## config.mk

```make
export PLATFORM = sky130hd
export DESIGN_NAME = tape_bit_modulator_flat
export DESIGN_NICKNAME = d
export VERILOG_FILES = /design/src/rtl/oric_tape_pkg.sv /design/src/rtl/tape_bit_modulator_if.sv /design/src/rtl/tape_bit_modulator.sv /design/src/flat_wrapper.sv
export SDC_FILE = /design/constraint.sdc
export NUM_CORES = 1
export LEC_CHECK = 0
export CORE_UTILIZATION = 46
export DETAILED_ROUTE_END_ITERATION = 8
export PLACE_DENSITY = 0.72
export SLEW_MARGIN = 20
export SYNTH_ARGS = -nofsm -noshare
export SYNTH_HDL_FRONTEND = slang
export SYNTH_SLANG_ARGS = --single-unit
```

## constraint.sdc

```tcl
create_clock -name clk -period 2.2 [get_ports clk]
set_input_delay 0.44 -clock clk [delete_from_list [all_inputs] [get_ports clk]]
set_output_delay 0.44 -clock clk [all_outputs]
set_load 0.05 [all_outputs]
```

## src/rtl/oric_tape_pkg.sv

```systemverilog
// Shared types and constants for the Oric fast-format tape modulator.
package oric_tape_pkg;

    // Modulator states: waiting for work, holding a silent gap, or in one of the
    // two halves of a bit cell.
    typedef enum logic [1:0] {
        IDLE   = 2'd0,
        GAP    = 2'd1,
        BIT_HI = 2'd2,
        BIT_LO = 2'd3
    } tape_state_t;

    // A frame is start bit, eight data bits, odd parity and the stop bits.
    localparam int   FRAME_BITS = 14;
    localparam int   STOP_BITS  = 4;
    localparam logic IDLE_LEVEL = 1'b1;

    // Larger of two integers, used when sizing the shared down-counter.
    function automatic int max_int(input int a, input int b);
        return (a > b) ? a : b;
    endfunction

    // Builds the frame so that bit 0 is transmitted first: start bit 0, data
    // LSB first, parity chosen so data plus parity has an odd number of ones,
    // then the stop bits at 1.
    function automatic logic [FRAME_BITS-1:0] build_frame(input logic [7:0] data);
        return {{STOP_BITS{1'b1}}, ~^data, data, 1'b0};
    endfunction

endpackage

```

## src/rtl/tape_bit_modulator_if.sv

```systemverilog
// Handshake between the TAP sequencer and the tape modulator, plus the tape level.
interface tape_bit_modulator_if;

    logic       start;
    logic       gap;
    logic [7:0] din;
    logic       done;
    logic       busy;
    logic       dout;

    // The sequencer issues requests and watches completion.
    modport master (
        output start,
        output gap,
        output din,
        input  done,
        input  busy,
        input  dout
    );

    // The modulator takes requests and produces the waveform.
    modport slave (
        input  start,
        input  gap,
        input  din,
        output done,
        output busy,
        output dout
    );

endinterface

```

## src/rtl/tape_bit_modulator.sv

```systemverilog
// Turns one byte (or one gap request) into the Oric fast-format cassette waveform.
// Every bit is a high half-unit followed by a low phase of one half-unit for a 1
// or two half-units for a 0. A single down-counter times both bit phases and gaps.
module tape_bit_modulator
    import oric_tape_pkg::*;
#(
    parameter int UNIT_CYCLES = 4992,
    parameter int GAP_CYCLES  = 2_400_000
) (
    input  logic                 clk,
    input  logic                 reset,
    tape_bit_modulator_if.slave  bus
);

    localparam int CNT_W = $clog2(max_int(2 * UNIT_CYCLES, GAP_CYCLES) + 1);

    localparam logic [CNT_W-1:0] HALF_LEN = CNT_W'(UNIT_CYCLES);
    localparam logic [CNT_W-1:0] FULL_LEN = CNT_W'(2 * UNIT_CYCLES);
    localparam logic [CNT_W-1:0] GAP_LEN  = CNT_W'(GAP_CYCLES);
    localparam logic [CNT_W-1:0] CNT_ONE  = CNT_W'(1);
    localparam logic [3:0]       LAST_IDX = 4'(FRAME_BITS - 1);

    tape_state_t             state;
    tape_state_t             state_next;
    logic [CNT_W-1:0]        cnt;
    logic [CNT_W-1:0]        cnt_next;
    logic [FRAME_BITS-1:0]   frame;
    logic [FRAME_BITS-1:0]   frame_next;
    logic [3:0]              bit_idx;
    logic [3:0]              bit_idx_next;
    logic                    dout_q;
    logic                    dout_next;
    logic                    done_q;
    logic                    done_next;
    logic                    busy_q;
    logic                    busy_next;
    logic                    phase_end;

    // The counter is loaded with the full phase length, so a phase ends on the
    // edge where it still reads 1; that edge is also the first of the next phase.
    assign phase_end = (cnt <= CNT_ONE);

    assign bus.dout = dout_q;
    assign bus.done = done_q;
    assign bus.busy = busy_q;

    // Register every piece of state so all outputs come straight from flops.
    always_ff @(posedge clk) begin
        if (reset) begin
            state   <= IDLE;
            cnt     <= '0;
            frame   <= '0;
            bit_idx <= '0;
            dout_q  <= IDLE_LEVEL;
            done_q  <= 1'b0;
            busy_q  <= 1'b0;
        end else begin
            state   <= state_next;
            cnt     <= cnt_next;
            frame   <= frame_next;
            bit_idx <= bit_idx_next;
            dout_q  <= dout_next;
            done_q  <= done_next;
            busy_q  <= busy_next;
        end
    end

    // Next-state, counter, shift register and output decisions for the next edge.
    always_comb begin
        state_next   = state;
        cnt_next     = (cnt != '0) ? (cnt - CNT_ONE) : cnt;
        frame_next   = frame;
        bit_idx_next = bit_idx;
        dout_next    = dout_q;
        done_next    = 1'b0;
        busy_next    = busy_q;

        case (state)
            IDLE: begin
                dout_next = IDLE_LEVEL;
                busy_next = 1'b0;
                if (bus.start) begin
                    busy_next = 1'b1;
                    if (bus.gap) begin
                        state_next = GAP;
                        cnt_next   = GAP_LEN;
                    end else begin
                        state_next   = BIT_HI;
                        cnt_next     = HALF_LEN;
                        frame_next   = build_frame(bus.din);
                        bit_idx_next = '0;
                    end
                end
            end

            GAP: begin
                dout_next = IDLE_LEVEL;
                if (phase_end) begin
                    state_next = IDLE;
                    cnt_next   = '0;
                    done_next  = 1'b1;
                    busy_next  = 1'b0;
                end
            end

            BIT_HI: begin
                if (phase_end) begin
                    state_next = BIT_LO;
                    dout_next  = 1'b0;
                    cnt_next   = frame[0] ? HALF_LEN : FULL_LEN;
                end
            end

            BIT_LO: begin
                if (phase_end) begin
                    dout_next = IDLE_LEVEL;
                    if (bit_idx >= LAST_IDX) begin
                        state_next = IDLE;
                        cnt_next   = '0;
                        done_next  = 1'b1;
                        busy_next  = 1'b0;
                    end else begin
                        state_next   = BIT_HI;
                        cnt_next     = HALF_LEN;
                        frame_next   = {IDLE_LEVEL, frame[FRAME_BITS-1:1]};
                        bit_idx_next = bit_idx + 4'd1;
                    end
                end
            end

            default: begin
                state_next = IDLE;
                cnt_next   = '0;
                dout_next  = IDLE_LEVEL;
                busy_next  = 1'b0;
            end
        endcase
    end

endmodule

```

## src/flat_wrapper.sv

```systemverilog
// flat-port wrapper written by rule: the top's interface ports become plain ports
module tape_bit_modulator_flat import oric_tape_pkg::*;
#(
    parameter int UNIT_CYCLES = 4992,
    parameter int GAP_CYCLES  = 2_400_000
)
  (clk, reset, bus_start, bus_gap, bus_din, bus_done, bus_busy, bus_dout);
  tape_bit_modulator_if bus_i ();
  input  logic clk;
  input  logic reset;
  input wire logic [$bits(bus_i.start)-1:0] bus_start;
  input wire logic [$bits(bus_i.gap)-1:0] bus_gap;
  input wire logic [$bits(bus_i.din)-1:0] bus_din;
  output wire logic [$bits(bus_i.done)-1:0] bus_done;
  output wire logic [$bits(bus_i.busy)-1:0] bus_busy;
  output wire logic [$bits(bus_i.dout)-1:0] bus_dout;
  assign bus_i.start = bus_start;
  assign bus_i.gap = bus_gap;
  assign bus_i.din = bus_din;
  assign bus_done = bus_i.done;
  assign bus_busy = bus_i.busy;
  assign bus_dout = bus_i.dout;
  tape_bit_modulator #(.UNIT_CYCLES(UNIT_CYCLES), .GAP_CYCLES(GAP_CYCLES)) u_core (.clk(clk), .reset(reset), .bus(bus_i));
endmodule
```

; ---- Word-level counts from Yosys, hierarchy flattened
; Index checks and enable logic that the tools add are counted.
[classes]
add_sub_neg = 2
n_reduce_logical = 10
eq_ne = 10
n_mux = 37
magnitude_cmp = 2
[op_table]
columns = operator, count
row1 = two-way mux 22 bit, 6
row2 = one-hot mux 22 bit (4 select lines), 1
row3 = two-way mux 14 bit, 5
row4 = one-hot mux 14 bit (2 select lines), 1
row5 = <= comparator 22 x 1 -> 1 bit (second input constant), 1
row6 = nonzero test 22 bit, 1
row7 = subtractor 22 x 1 -> 22 bit (second input constant), 1
row8 = two-way mux 4 bit, 4
row9 = two-way mux 13 bit, 1
row10 = two-way mux 2 bit, 6
row11 = two-way mux 1 bit, 8
row12 = inequality test 2 x 1 -> 1 bit (second input constant), 4
row13 = one-hot mux 2 bit (4 select lines), 1
row14 = one-hot mux 4 bit (2 select lines), 1
row15 = AND reduction 4 bit, 2
row16 = XNOR reduction 8 bit, 1
row17 = inequality test 2 bit (second input constant), 3
row18 = one-hot mux 1 bit (3 select lines), 2
row19 = AND reduction 5 bit, 1
row20 = adder 4 x 1 -> 4 bit (second input constant), 1
row21 = equality test 2 bit (second input constant), 2
row22 = greater-or-equal comparator 4 bit (second input constant), 1
row23 = nonzero test 3 bit, 1
row24 = equality test 2 x 1 -> 1 bit (second input constant), 1
row25 = 5 further kinds, 5
[totals]
reg_bits = 45
out_inout_bits = 3
inputBits = 12

; ---- Longest topological paths before layout
[logic_depth]
depth_word = 4
mapped_depth = 9
ltp_nobuf = 7

; ---- Worst setup path after synthesis
; Ideal clock, no wire load.
[synth_timing]
path_type = register -> register
start = register u_core.cnt[17]
end = register u_core.cnt[19]
path_buffers = 2
path_stages_with_launch = 8
arrival_time_ns = 1.996
path_slack_ns = 0.079
setup_time_ns = 0.125
path_cell_list = dfxtp_1 -> or4_4 -> or4b_1 -> o31a_1 -> nand2b_2 -> buf_6 -> buf_8 -> a21oi_1
[synth_via]
elab_chain_len = 4
[synth_lines]
columns = element, line_no
row1 = "start, declared", tape_bit_modulator.sv:25  ; logic [CNT_W-1:0] cnt;
row2 = "start signal, assigned", tape_bit_modulator.sv:59  ; cnt <= cnt_next;
row3 = subtractor 22 x 1 -> 22 bit or nonzero test 22 bit (tied branches), tape_bit_modulator.sv:71  ; cnt_next = (cnt != '0) ? (cnt - CNT_ONE) : cnt;
row4 = two-way mux 22 bit, tape_bit_modulator.sv:71
row5 = "two-way mux 22 bit, on equally long branches", -
row6 = one-hot mux 22 bit (4 select lines) (*), tape_bit_modulator.sv:78  ; case (state)
; Mark *: on every way between the ends. The rest lies on a longest branch, timed or not.
; A chain may end at the register's enable or synchronous reset.

; ---- Worst setup path after layout
[layout_timing]
start = register u_core.cnt[17]
end = register u_core.cnt[10]
[layout_via]
elab_chain_len = 4
[layout_lines]
columns = element, line_no
row1 = branches (longest 3 deep; another with <= comparator 22 x 1 -> 1 bit), -
row2 = one-hot mux 22 bit (4 select lines) (*), tape_bit_modulator.sv:78
; Mark *: on every way between the ends.

==> impl_metrics.ini <==
[setup_path]
worstPathMaxFanout = 10
crit_arrival_ns = 2.35
critPathKind = reg2reg
cp-startpoint = u_core.cnt[17]
start_kind = register
worstRegToRegCells = 6
worstPathRequired_ns = 2.38
endpoint_kind = register
r2r_start = u_core.cnt[17]

[cts]
cts_root_buf = clkbuf_8
hold_buffers = 0
cts_made_buffers = 5
path_clk_slew_ns = 0.09
cts-resized-gates = 0
htreeDepth = 2
cts_tree = done
worstSkewPairLatency_ns = 0.31
clock_tree.buffer_depth = 2
cts_setup_buffers = 0
numClockSinks = 45

[yosys]
syn_inst = 291
yosysTopAreaCell = dfxtp_1
yosysWarnings = 0
synth_nets = 309
syn_avg_cell_area_um2 = 8.37
synth_edf_count = 0
async_reset_ff_frac = 0
synth_cell_types = 53
ys_ff_latch = 45
ys_seq_area_frac = 0.370
synth_ff_type = dfxtp_1
synthesis.area_mm2 = 0.00243
synth.area.top_cells = dfxtp_1 37%, nand3_1 4.5%, nor3_1 4.3%
synth_top_area_frac = 0.370

[die]
die_w_um = 74.8
start_util = 0.477
die-area_mm2 = 0.00559
num_io_pins = 15
rows = 26
die_y_um = 74.8
coreArea_mm2 = 0.00511

[route]
wire_per_inst_um = 14.6
drc = 0
ant_nets = 0
route.vias.total = 2228
viasPerCell = 5.70
firstDrtPassIters = 4
drt_iter0_markers = 184
wirelength_mm = 5.70

[global_route]
grt_overflow_total = 0
antenna_found_initial = 0
grt_usage = 0.224
grt_max_degree = 25
grt_pass1_vias = 1990
grt_pass1_wl_mm = 9.54

[cells_and_area]
instances_no_fill = 391
nets = 338
area_delta_synth_final_pct = 19.6
drive_gt1_frac = 0.143
final_core_util = 0.570
n_antenna_cell = 0

[pwr]
total_power_w = 0.00390
peakVddDrop_mv = 0.597
leakage_nw = 1.07
power_density_mw_per_mm2 = 1340

[timing]
worst_pin_slew_ns = 0.528
finalSetupViolCount = 0
drv_slew = 0
slew_headroom = 0.639
fin_crit_sh = 0.988
rsz0062_at_grt = true
fin_worst_skew_ns = 0.00518
timing_hold_violations_final = 0
final.setup.tns_ns = 0
max_freq_mhz = 460
period_needed_ns = 2.17
hold_ws_ns = 0.485

[run_status]
status = finished clean

[placed_design]
dp_hpwl_mm = 4.11
dpl.cell_count = 383
port_buffers = 14
globalplace.congestion = 0.881

[hold_path]
min_path_type = reg2reg
hp-start = u_core.cnt[15]
hold_path_depth = 2

[run]
maxCapViolCount = 0
==> worst paths after layout <==
| kind | slack, ns | to |
|---|---|---|
| setup / recovery | 0.03 | u_core.cnt[10] |
| hold / removal | 0.48 | u_core.cnt[15] |
| setup reg to reg | 0.03 | u_core.cnt[10] |
| hold reg to reg | 0.48 | u_core.cnt[15] |
==> critical path, stage by stage (launching register included) <==
cell and delay [ns]:
dfxtp_2 0.33, or4_4 0.56, or4b_1 0.53, o31a_1 0.28, nand2b_2 0.13, buf_12 0.13, o211ai_1 0.09
==> kinds of logic after synthesis <==
| family | synth area share |
|---|---|
| simple gates | 0.285 |
| flops | 0.370 |
| fa+ha+maj | 0.0308 |
| mux | 0.00822 |
| buf+inv | 0.0524 |
| xor+xnor | 0.0683 |
| compound gates | 0.186 |
==> registers in the layout, indices dropped and copies added (netlist names) <==
register / cells
u_core.frame: 14
u_core.bus.busy: 1
u_core.bit_idx: 4
u_core.state: 2
u_core.bus.done: 1
u_core.cnt: 22
u_core.bus.dout: 1
==> layer usage <==
metal	share of wire	track usage	vias up
met4	0.012	0.0881	0
met5	0	0	-
met2	0.47	0.344	58
li1	-	-	1134
met1	0.47	0.310	1029
met3	0.044	0.0442	7
==> metrics by stage <==
step	cell area, um^2	worst slack [ns]
finish	2910	0.0267
global route	2910	-0.0454
CTS	2900	0.0270
detailed placement	2800	0.0726
global placement	2800	0.102
floorplan	2430	0.0787
==> layout by cell type, fill, tap and decap left out, types with 5 or more instances in the layout <==
master and count:
nand3_1 22, xnor2_1 11, nor3_1 21, o31ai_1 6, nand2_1 21, a21oi_1 15
dfxtp_1 44, a311oi_1 10, a211oi_1 7, inv_1 5, clkbuf_8 5, nor2b_1 5
buf_4 25, or3_1 8, a31oi_1 5, o21ai_0 6, nor2_1 23, ha_1 6
clkdlybuf4s50_1 14, xor2_1 8
==> synth_stat cells, drive strengths merged, types with 2 or more instances <==
master,n
nor3,23
xor2,8
a21oi,15
a211oi,7
inv,5
and3,2
and2,2
nand4,4
and4,2
dfxtp,45
a311oi,10
nand2,21
xnor2,11
nor4,3
o211ai,2
ha,6
or3,8
a31oi,5
nor2,23
o31ai,6
or4,5
mux2i,2
o311ai,2
nor2b,5
clkbuf,12
o21ai,7
o2111ai,2
buf,8
nand3,22
nand2b,4
==> where the power goes <==
| part | total [W] | internal, W | switching (W) |
|---|---|---|---|
| Sequential | 0.00119 | 0.00101 | 0.000182 |
| Clock | 0.000544 | 0.000232 | 0.000313 |
| Combinational | 0.00216 | 0.000975 | 0.00119 |
| Total | 0.00390 | 0.00222 | 0.00168 |
==> layout make-up <==
cell class	count	area, um^2
well taps	70	87.6
inverters	5	18.8
repair buffers	42	388
clock buffers	5	68.8
clock inverters	3	25.0
fillers	474	2190
flip-flops and latches	45	902
multi-input cells	221	1420
Note: power is estimated with default switching activity, not from simulation.
